File: src/rtl/mem_arb_pkg.sv
// Shared types and defaults for the memory arbiter.
// Default word widths: 16-bit address, 32-bit data.
package mem_arb_pkg;

  localparam int NUM_REQ_DEF = 4;

  localparam int AW_DEF = 16;
  localparam int DW_DEF = 32;

  localparam int TAG_W = $clog2(NUM_REQ_DEF);
  typedef logic [TAG_W-1:0] tag_t;

  typedef struct packed {
    logic              write;
    logic [AW_DEF-1:0] addr;
    logic [DW_DEF-1:0] wdata;
  } mem_cmd_t;

  // Counters stick at all-ones instead of wrapping.
  function automatic logic [31:0] sat_inc(input logic [31:0] v);
    return (&v) ? v : v + 32'd1;
  endfunction

endpackage

File: src/rtl/mem_arbiter_rr.sv
// Combinational round-robin pick: first request at or after ptr, wrapping at NUM_REQ-1.
module rr_arbiter
  import mem_arb_pkg::*;
#(
  parameter int NUM_REQ = NUM_REQ_DEF,
  parameter int IW      = $clog2(NUM_REQ)
) (
  input  logic [NUM_REQ-1:0] req,
  input  logic [IW-1:0]      ptr,
  output logic [NUM_REQ-1:0] grant,
  output logic [IW-1:0]      index,
  output logic               found
);

  int j;

  always_comb begin
    grant = '0;
    index = '0;
    found = 1'b0;
    j     = 0;
    for (int i = 0; i < NUM_REQ; i++) begin
      j = int'(ptr) + i;
      if (j >= NUM_REQ) j = j - NUM_REQ;
      if (!found && req[j]) begin
        found    = 1'b1;
        grant[j] = 1'b1;
        index    = IW'(j);
      end
    end
  end

endmodule

File: src/rtl/mem_arbiter.sv
// Round-robin sharing of a single-port memory with tagged read-data return.
// Optional MEM_ARB_STATS_EN adds saturating grant and conflict counters.
module mem_arbiter
  import mem_arb_pkg::*;
#(
  parameter int NUM_REQ = NUM_REQ_DEF,
  parameter int AW      = AW_DEF,
  parameter int DW      = DW_DEF
) (
  input  logic                  clock,
  input  logic                  reset,
  input  logic [NUM_REQ-1:0]    req_valid,
  input  logic [NUM_REQ-1:0]    req_write,
  input  logic [NUM_REQ*AW-1:0] req_addr,
  input  logic [NUM_REQ*DW-1:0] req_wdata,
  output logic [NUM_REQ-1:0]    req_ready,
  output logic [NUM_REQ-1:0]    rsp_valid,
  output logic [DW-1:0]         rsp_rdata,
  output logic                  mem_read,
  output logic                  mem_write,
  output logic [AW-1:0]         mem_address,
  output logic [DW-1:0]         mem_writedata,
`ifdef MEM_ARB_STATS_EN
  output logic [NUM_REQ*32-1:0] stat_grants,
  output logic [31:0]           stat_conflicts,
`endif
  input  logic [DW-1:0]         mem_readdata
);

  localparam int IW = $clog2(NUM_REQ);

  // Handshake: a command transfers on a posedge where req_valid[i] and req_ready[i]
  // are both high; requesters hold req_* stable until then. Responses cannot stall.
  logic [IW-1:0]      ptr_q;
  logic [IW-1:0]      win_idx;
  logic               win_found;
  logic [NUM_REQ-1:0] grant;

  rr_arbiter #(.NUM_REQ(NUM_REQ), .IW(IW)) u_rr (
    .req   (req_valid),
    .ptr   (ptr_q),
    .grant (grant),
    .index (win_idx),
    .found (win_found)
  );

  assign req_ready = grant;

  mem_cmd_t      win_cmd;
  mem_cmd_t      cmd_q;
  logic          cmd_vld_q;
  logic          infl_q;
  logic [IW-1:0] infl_tag_q;
  logic          rsp_q;
  logic [IW-1:0] rsp_tag_q;

  always_comb begin
    win_cmd.write = req_write[win_idx];
    win_cmd.addr  = req_addr[int'(win_idx)*AW +: AW];
    win_cmd.wdata = req_wdata[int'(win_idx)*DW +: DW];
  end

  // infl_* tracks a read while the memory samples it; rsp_* is the cycle its data returns.
  always_ff @(posedge clock or posedge reset) begin
    if (reset) begin
      ptr_q      <= '0;
      cmd_vld_q  <= 1'b0;
      cmd_q      <= '0;
      infl_q     <= 1'b0;
      infl_tag_q <= '0;
      rsp_q      <= 1'b0;
      rsp_tag_q  <= '0;
    end else begin
      cmd_vld_q <= win_found;
      infl_q    <= win_found & ~win_cmd.write;
      rsp_q     <= infl_q;
      rsp_tag_q <= infl_tag_q;
      if (win_found) begin
        ptr_q      <= (win_idx == IW'(NUM_REQ-1)) ? '0 : win_idx + 1'b1;
        cmd_q      <= win_cmd;
        infl_tag_q <= win_idx;
      end
    end
  end

  assign mem_read      = cmd_vld_q & ~cmd_q.write;
  assign mem_write     = cmd_vld_q &  cmd_q.write;
  assign mem_address   = cmd_q.addr;
  assign mem_writedata = cmd_q.wdata;

  always_comb begin
    rsp_valid = '0;
    if (rsp_q) rsp_valid[rsp_tag_q] = 1'b1;
    rsp_rdata = rsp_q ? mem_readdata : '0;
  end

`ifdef MEM_ARB_STATS_EN
  logic [31:0] grant_cnt_q [NUM_REQ];
  logic [31:0] conflict_q;

  always_ff @(posedge clock or posedge reset) begin
    if (reset) begin
      for (int i = 0; i < NUM_REQ; i++) grant_cnt_q[i] <= '0;
      conflict_q <= '0;
    end else begin
      for (int i = 0; i < NUM_REQ; i++)
        if (grant[i]) grant_cnt_q[i] <= sat_inc(grant_cnt_q[i]);
      if ($countones(req_valid) > 1) conflict_q <= sat_inc(conflict_q);
    end
  end

  always_comb begin
    stat_grants = '0;
    for (int i = 0; i < NUM_REQ; i++) stat_grants[i*32 +: 32] = grant_cnt_q[i];
  end
  assign stat_conflicts = conflict_q;
`endif

endmodule

File: config.mk
export PLATFORM = sky130hd
export DESIGN_NAME = mem_arbiter
export DESIGN_NICKNAME = d
export VERILOG_FILES = /design/src/rtl/mem_arb_pkg.sv /design/src/rtl/mem_arbiter_rr.sv /design/src/rtl/mem_arbiter.sv
export SDC_FILE = /design/constraint.sdc
export NUM_CORES = 1
export LEC_CHECK = 0
export BUFFER_PORTS_ARGS = -buffer_cell sky130_fd_sc_hd__clkbuf_2
export CORE_MARGIN = 2
export CORE_UTILIZATION = 30
export CTS_CLUSTER_DIAMETER = 30
export DETAILED_ROUTE_END_ITERATION = 10
export GPL_TIMING_DRIVEN = 1
export SYNTH_ARGS = -nofsm -noshare
export SYNTH_HDL_FRONTEND = slang
export SYNTH_SLANG_ARGS = --single-unit
File: constraint.sdc
create_clock -name clock -period 4.7 [get_ports clock]
set_clock_uncertainty 0.1 [all_clocks]
set_input_delay 0.47 -clock clock [delete_from_list [all_inputs] [get_ports clock]]
set_output_delay 0.47 -clock clock [all_outputs]
set_load 0.02 [all_outputs]
==> metrics.yaml, run 1 <==
finish:
  final_layout_size_suffix_gt1_frac: 0.471
  instances_no_fill: 1182
  nets: 1154
  area.growth.synth_to_final_pct: 28.4
  fill_cells: 2010
sta:
  fmax_ghz: 0.248
  rsz0062_at_grt: "false"
  slew_headroom: 0.268
  tightestPinTransition_ps: 1100
  hold_viol_final: 0
  setup_viol: 0
  finalCriticalPeriod_ps: 4030
  fin_ws_ps: 669
  hold_ws_ps: 248
  slew_violations: 0
  layout_worst_path_cycle_share: 0.858
  fin_setup_tns_ps: 0
clock_network:
  clk_pin_slew_ps: 50
  tritoncts: "built"
  cts_resized: 0
  cts_buffer_depth: 2
  insertion_delay_ps: 330
  cts_buffers: 9
  root_buffer: "clkbuf_16"
  hold_buffers: 0
  htree_levels: 3
  clock_sinks: 58
  postCtsSetupBuffers: 0
grt:
  grt_max_degree: 59
  antenna_found_initial: 4
  grt-ovfl-total: 0
  grt_pass1_vias: 6612
  grt_pass1_wl_mm: 36.0
  grt_usage: 0.210
floorplan:
  core_sq_um: 19600
  die_w_microns: 146
  initial_utilization: 0.308
  io_pins: 324
  dieArea_sq_um: 21300
  die_h_microns: 146
  rows: 51
logic_synthesis:
  synthesis.nets: 919
  synth_area_per_cell_sq_um: 8.92
  synth_seq_area_share: 0.240
  synth_flop_cell: "dfrtp_1"
  yosysWarningCount: 0
  synth_cell_types: 50
  synth_edf_count: 0
  synth_top_area_share: 0.240
  synth_cells: 677
  netlist_area_sq_um: 6040
  synth-async-reset-ratio: 1.00
  yosys.area.top_type: "dfrtp_1"
  synth.area.top_cells: "dfrtp_1 (24%), mux2i_1 (11%), a221o_1 (7.8%), buf_4 (6.1%), mux2_2 (4.3%)"
  synth_seq_cells: 58
worst_setup_path:
  rrSetupSlack_ps: 670
  reg2reg_to: "mem_writedata[25]$_DFFE_PP0P_"
  cp_top_family: "multiplexers"
  cp_max_fo: 37
  r2r_cells: 9
  slowest_delay_ps: 670
  criticalPathCategory: "register to register"
  startpoint_type: "register"
  cp_slowest_cell: "mux4_2"
  regToRegStartpoint: "ptr_q[1]$_DFFE_PP0P_"
  path_buf_inv: 2
  endpoint_kind: "register"
  required_ps: 4810
  path_cells: "inv_1 > ha_1 > mux4_2 > o21ba_2 > nor2_8 > a21oi_4 > buf_4 > mux2_2 > a221o_1"
  cp_data_arrival_time_ps: 4140
worst_hold_path:
  min_path_type: "register to register"
  min_from: "infl_q$_DFF_PP0_"
  hold_end: "rsp_q$_DFF_PP0_"
  whs_path_depth: 0
placement:
  gp_congestion: 0.812
  place.port_buffers: 323
  pre_cts_ws_ps: 703
  dp_hpwl_mm: 16.1
  dp_cells: 1166
detailed_routing:
  drcViolationCount: 0
  wire_per_inst_microns: 19.3
  wirelength_mm: 22.8
  first_pass_iters: 7
  vias: 6474
  ant_nets: 0
  dr.first_iter.drc_count: 324
  vias_per_cell: 5.48
power_and_ir_drop:
  p_leak_nw: 3.73
  worst_ir_drop_vdd_uv: 380
  p_per_area_nw_per_um2: 784
status:
  status: "complete, no violations"
flow_run:
  cap_violations: 0
[registers in the layout, indices dropped and copies added, names as in the netlist]
register	flops
cmd_q	1
cmd_vld_q	1
infl_q	1
infl_tag_q	2
mem_address	16
mem_writedata	32
ptr_q	2
rsp_q	1
rsp_tag_q	2
[power breakdown]
part | internal [mW] | switching, mW
clock network | 0.451 | 0.249
registers | 0.781 | 0.239
logic | 1.83 | 2.53
total | 3.06 | 3.02
[layer usage]
metal  global-route usage  part of all wire  up-vias
met5                    0            0.0015        -
met4               0.0735             0.024        6
met3               0.0505             0.077       38
met2                0.361              0.48      329
met1                0.258              0.42     3063
li1                     -                 -     3038
[synth_stat cells (2+ instances only)]
| master | number |
|---|---|
| ha_1 | 8 |
| a22oi_1 | 11 |
| a221o_1 | 47 |
| and2_1 | 35 |
| a31oi_1 | 4 |
| buf_2 | 10 |
| nor2b_1 | 3 |
| a221oi_1 | 21 |
| mux2_2 | 23 |
| buf_6 | 8 |
| clkbuf_1 | 44 |
| nor3_1 | 5 |
| a2111oi_0 | 18 |
| mux4_2 | 4 |
| a222oi_1 | 2 |
| nand3_1 | 22 |
| o22ai_1 | 19 |
| dfrtp_1 | 58 |
| buf_1 | 2 |
| o21ai_0 | 25 |
| mux2i_1 | 67 |
| inv_1 | 7 |
| nor2_1 | 69 |
| a2111oi_2 | 11 |
| o211a_1 | 2 |
| buf_4 | 49 |
| a21oi_1 | 18 |
| mux2_4 | 7 |
| o211ai_1 | 4 |
| o221a_2 | 18 |
| nand2_1 | 34 |
| nor2_8 | 2 |
| nand4_1 | 3 |
[through the flow]
stage | power (mW) | utilization | area (sq um)
floorplan | 4.59 | - | 6040
global placement | 5.33 | 0.380 | 7440
detailed placement | 5.41 | 0.380 | 7440
CTS | 6.13 | 0.396 | 7750
global route | 6.53 | 0.396 | 7750
finish | 6.08 | 0.396 | 7750
[worst max path at each step]
stage | from | end | slack (ps) | cells after the start
after global routing | ptr_q[1]$_DFFE_PP0P_ | mem_writedata[29]$_DFFE_PP0P_ | 460 | 9
after detailed placement | ptr_q[1]$_DFFE_PP0P_ | mem_writedata[29]$_DFFE_PP0P_ | 700 | 9
final | ptr_q[1]$_DFFE_PP0P_ | mem_writedata[25]$_DFFE_PP0P_ | 670 | 9
after CTS | ptr_q[1]$_DFFE_PP0P_ | req_ready[2] | 640 | 8
after floorplan | ptr_q[0]$_DFFE_PP0P_ | req_ready[0] | 640 | 12
after global placement | ptr_q[1]$_DFFE_PP0P_ | mem_writedata[29]$_DFFE_PP0P_ | 810 | 9
[cells in the final DEF, fill, tap and decap left out, drive strengths merged, types with 11 or more instances in the layout]
cell,instances
clkbuf,336
nor2,71
mux2i,67
dfrtp,58
a221o,47
and2,35
nand2,35
mux2,30
a2111oi,29
o21ai,25
nand3,22
a221oi,21
o22ai,19
a21oi,19
o221a,18
buf,15
a22oi,11
[cells by family after synthesis]
kind of cell               synth area share
adders and majority gates            0.0166
muxes                                 0.186
AOI/OAI and AO/OA                     0.288
DFF                                   0.240
buffers and inverters                 0.120
and+or+nand+nor                       0.148
[area by class of cell]
type	instances	area [sq um]	share of cell area
repair buffers	338	1730	0.223
diodes	1	2.50	0.000323
clock inverters	2	35.0	0.00452
multi-input cells	497	3900	0.503
clock buffers	13	270	0.0349
flip-flops and latches	58	1460	0.188
well taps	265	332	0.0428
inverters	8	30.0	0.00387
(Power assumes the default switching activity.)
==> run 2, diff against run 1 <==
--- a/config.mk
+++ b/config.mk
@@ -11,5 +11,4 @@
 export CTS_CLUSTER_DIAMETER = 30
 export DETAILED_ROUTE_END_ITERATION = 10
-export GPL_TIMING_DRIVEN = 1
 export SYNTH_ARGS = -nofsm -noshare
 export SYNTH_HDL_FRONTEND = slang
==> constraint.sdc (replaced) <==
create_clock -name clock -period 4.7 [get_ports clock]
set_clock_uncertainty 0.1 [all_clocks]
set_input_delay 0.94 -clock clock [delete_from_list [all_inputs] [get_ports clock]]
set_output_delay 0.94 -clock clock [all_outputs]
set_load 0.02 [all_outputs]
==> metrics.yaml, run 2 (synthesis gave the netlist of run 1 again) <==
worst_setup_path:
  criticalPathCategory: "register to output pin"
  path_cells: "inv_1 > ha_1 > mux4_2 > nor2b_4 > a22oi_1 > o21ai_0 > clkbuf_2"
  rrSetupSlack_ps: 670
  cp_max_fo: 14
  slowest_delay_ps: 680
  startpoint_type: "register"
  required_ps: 3660
  crit_path_end: "req_ready[0]"
  cp_data_arrival_time_ps: 3300
  endpoint_kind: "output pin"
  critical_path.startpoint: "ptr_q[1]$_DFFE_PP0P_"
  regToRegStartpoint: "ptr_q[1]$_DFFE_PP0P_"
  r2r_cells: 9
  reg2reg_to: "mem_writedata[4]$_DFFE_PP0P_"
  cp_slowest_cell: "mux4_2"
clock_network:
  cts_buffers: 9
  cts_buffer_depth: 2
  tritoncts: "built"
  hold_buffers: 0
  insertion_delay_ps: 330
  clock_sinks: 58
  clk_pin_slew_ps: 60
  htree_levels: 3
  root_buffer: "clkbuf_16"
  cts_resized: 0
  postCtsSetupBuffers: 0
floorplan:
  dieArea_sq_um: 21300
  die_h_microns: 146
  core_sq_um: 19600
  die_w_microns: 146
  initial_utilization: 0.308
  io_pins: 324
  rows: 51
grt:
  grt_max_degree: 62
  antenna_found_initial: 0
  grt_pass1_wl_mm: 35.0
  grt_usage: 0.205
  grt-ovfl-total: 0
  grt_pass1_vias: 6255
finish:
  diodes: 0
  final_common_cell: "clkbuf_2"
  regArea_sq_um: 1460
  largest_reg_flops: 32
  final_cell_mix: "clkbuf_2 (323), nor2_1 (68), mux2i_1 (66)"
  area.growth.synth_to_final_pct: 28.6
  multi_input_area_sq_um: 3900
  fill_cells: 2038
  final_area_sq_um: 7760
  final_layout_size_suffix_gt1_frac: 0.471
  nets: 1154
sta:
  fin_setup_tns_ps: 0
  hold_viol_final: 0
  tightestPinTransition_ps: 1080
  slew_violations: 0
  finalCriticalPeriod_ps: 4340
  setup_viol: 0
  slew_headroom: 0.282
  fmax_ghz: 0.230
  rsz0062_at_grt: "false"
  layout_worst_path_cycle_share: 0.923
  fin_ws_ps: 361
power_and_ir_drop:
  p_leak_nw: 3.74
  p_per_area_nw_per_um2: 784
  p_total_mw: 6.09
  worst_ir_drop_vdd_uv: 344
placement:
  gp_congestion: 0.776
  place.port_buffers: 323
  dp_hpwl_mm: 16.1
  dpl_cell_area_sq_um: 7440
  pre_cts_ws_ps: 677
worst_hold_path:
  min_path_type: "register to register"
detailed_routing:
  vias: 6462
  wirelength_mm: 22.4
  wire_per_inst_microns: 19.0
  ant_nets: 0
  drcViolationCount: 0
  vias_per_cell: 5.47
  dr.first_iter.drc_count: 273
  first_pass_iters: 5
status:
  status: "complete, no violations"
flow_run:
  cap_violations: 0
==> run 2: cell count changes in the layout (fill, tap and decap cells not counted) <==
cell,delta
bufinv_16,+1
clkbuf_8,-2
clkinv_2,+1
clkinvlp_4,+1
diode_2,-1
==> run 2: final cells by class <==
type,instances,area share
repair buffers,338,0.223
flip-flops and latches,58,0.187
multi-input cells,497,0.502
well taps,265,0.0427
inverters,8,0.00387
clock inverters,5,0.00999
clock buffers,11,0.0313
==> run 2: report_power, final <==
group	switching, mW	internal, mW	leakage, nW	total [mW]
clock network	0.255	0.477	0.156	0.732
logic	2.53	1.82	2.90	4.35
registers	0.228	0.781	0.676	1.01
==> run 2: worst min path at each step <==
stage,to,slack (ps),from,cells after the start
final,rsp_q$_DFF_PP0_,240,infl_q$_DFF_PP0_,0
after global placement,rsp_q$_DFF_PP0_,240,infl_q$_DFF_PP0_,0
after CTS,rsp_q$_DFF_PP0_,240,infl_q$_DFF_PP0_,0
after floorplan,rsp_q$_DFF_PP0_,230,infl_q$_DFF_PP0_,0
after global routing,rsp_q$_DFF_PP0_,270,infl_q$_DFF_PP0_,0
after detailed placement,rsp_q$_DFF_PP0_,240,infl_q$_DFF_PP0_,0
==> run 2: worst max-delay path, delay by kind of cell (launching register included) <==
family	cells	cell delay [ps]
simple gates	1	440
mux	1	680
buf+inv	2	420
compound gates	2	320
flops	1	630
fa+ha+maj	1	480
==> run 2: per-stage QoR <==
stage	util	hold WS (ps)	std cells
2_1_floorplan	-	231	677
3_3_place_gp	0.380	235	1166
3_5_place_dp	0.380	236	1166
4_1_cts	0.396	244	1182
5_1_grt	0.396	267	1182
6_report	0.396	242	1182
==> run 2: per-layer routing <==
metal | up-vias | part of all wire | GRT usage
li1 | 3040 | - | -
met1 | 3097 | 0.41 | 0.256
met2 | 306 | 0.50 | 0.358
met3 | 19 | 0.073 | 0.0411
met4 | 0 | 0.013 | 0.0598
met5 | - | 0 | 0
==> run 3, diff against run 2 <==
Settings changed: CTS_BUF_LIST from default to sky130_fd_sc_hd__clkbuf_4.
==> metrics.yaml, run 3 (synthesis gave the netlist of run 1 again) <==
detailed_routing:
  wirelength_mm: 22.4
  first_pass_iters: 5
  wire_per_inst_microns: 18.9
  drcViolationCount: 0
  ant_nets: 0
  dr.first_iter.drc_count: 276
  vias: 6469
  vias_per_cell: 5.46
sta:
  setup_viol: 0
  layout_worst_path_cycle_share: 0.935
  finalCriticalPeriod_ps: 4390
  slew_headroom: 0.255
  fmax_ghz: 0.228
  fin_setup_tns_ps: 0
  rsz0062_at_grt: "false"
  slew_violations: 0
  tightestPinTransition_ps: 1120
  hold_viol_final: 0
floorplan:
  die_h_microns: 146
  core_sq_um: 19600
  die_w_microns: 146
  initial_utilization: 0.308
  rows: 51
  dieArea_sq_um: 21300
  io_pins: 324
status:
  status: "complete, no violations"
grt:
  grt_max_degree: 62
  grt-ovfl-total: 0
  antenna_found_initial: 0
  grt_usage: 0.205
  grt_pass1_vias: 6254
  grt_pass1_wl_mm: 34.9
worst_setup_path:
  cp_data_arrival_time_ps: 3350
  criticalPathCategory: "register to output pin"
  cp_slowest_cell: "mux4_2"
  required_ps: 3660
  slowest_delay_ps: 670
  endpoint_kind: "output pin"
  startpoint_type: "register"
  cp_max_fo: 10
  path_cells: "inv_1 > ha_1 > mux4_2 > nor3_1 > a22oi_1 > o21ai_0 > clkbuf_2"
placement:
  dp_hpwl_mm: 16.1
  gp_congestion: 0.776
  place.port_buffers: 323
finish:
  fill_cells: 2058
  final_layout_size_suffix_gt1_frac: 0.472
  largest_reg_flops: 32
  area.growth.synth_to_final_pct: 26.1
  nets: 1156
  diodes: 0
  final_cell_mix: "clkbuf_2 (323), nor2_1 (68), mux2i_1 (66)"
  final_common_cell: "clkbuf_2"
clock_network:
  root_buffer: "clkbuf_4"
  clock_sinks: 58
  cts_buffer_depth: 2
  insertion_delay_ps: 430
  tritoncts: "built"
  cts_buffers: 9
  cts_resized: 0
  htree_levels: 3
  clk_pin_slew_ps: 120
worst_hold_path:
  min_path_type: "register to register"
flow_run:
  cap_violations: 0
power_and_ir_drop:
  worst_ir_drop_vdd_uv: 344
  p_leak_nw: 3.67
  p_total_mw: 5.82
  p_per_area_nw_per_um2: 764
-- run 3: cell types whose count changed in the layout (fill, tap and decap cells not counted), sizes merged --
cell / delta
buf: +2
clkbuf: -1
clkinv: +1
-- run 3: final timing paths --
path	startpoint	cells after the start	to	slack [ps]
hold reg to reg	infl_q$_DFF_PP0_	0	rsp_q$_DFF_PP0_	250
max in group asynchronous	reset	3	ptr_q[0]$_DFFE_PP0P_	3070
hold / removal	infl_q$_DFF_PP0_	0	rsp_q$_DFF_PP0_	250
setup reg to reg	ptr_q[1]$_DFFE_PP0P_	9	mem_address[1]$_DFFE_PP0P_	670
setup / recovery	ptr_q[1]$_DFFE_PP0P_	7	req_ready[0]	310
min in group asynchronous	reset	2	mem_writedata[28]$_DFFE_PP0P_	490
-- run 3: timing repair --
item,in CTS,in global routing
endpoints found under the setup margin,0,3
setup buffers,0,2
hold buffers,0,0
-- run 3: critical path, delay by kind of cell, from the launching register on --
kind | cells | cell delay, ps
buffers and inverters | 2 | 430
AOI/OAI and AO/OA | 2 | 240
and+or+nand+nor | 1 | 450
muxes | 1 | 670
DFF | 1 | 650
adders and majority gates | 1 | 480
-- run 3: stage by stage --
stage                      util  cell area, sq um  setup slack [ps]  hold WS (ps)  cells
final                     0.389              7620               308           252   1184
after global routing      0.389              7620              6.29           288   1184
after CTS                 0.388              7600               159           256   1182
after detailed placement  0.380              7440               677           236   1166
after global placement    0.380              7440               786           235   1166
after floorplan               -              6040               171           231    677
-- run 3: final cells by class --
class,count,area [sq um],area share
clock inverter,6,81.3,0.0107
timing repair buffer,340,1740,0.229
multi-input combinational,497,3900,0.512
inverter,8,30.0,0.00394
clock buffer,10,75.1,0.00986
sequential,58,1460,0.191
tap,265,332,0.0435
-- run 3: power breakdown --
group | internal (mW) | switching [mW]
clock network | 0.218 | 0.225
registers | 0.777 | 0.229
logic | 1.84 | 2.53
-- run 3: layer usage --
layer,track usage,up-vias,share of wire
li1,-,3041,-
met2,0.358,319,0.50
met3,0.0464,20,0.075
met1,0.255,3089,0.42
met4,0.0480,0,0.011
met5,0,-,0
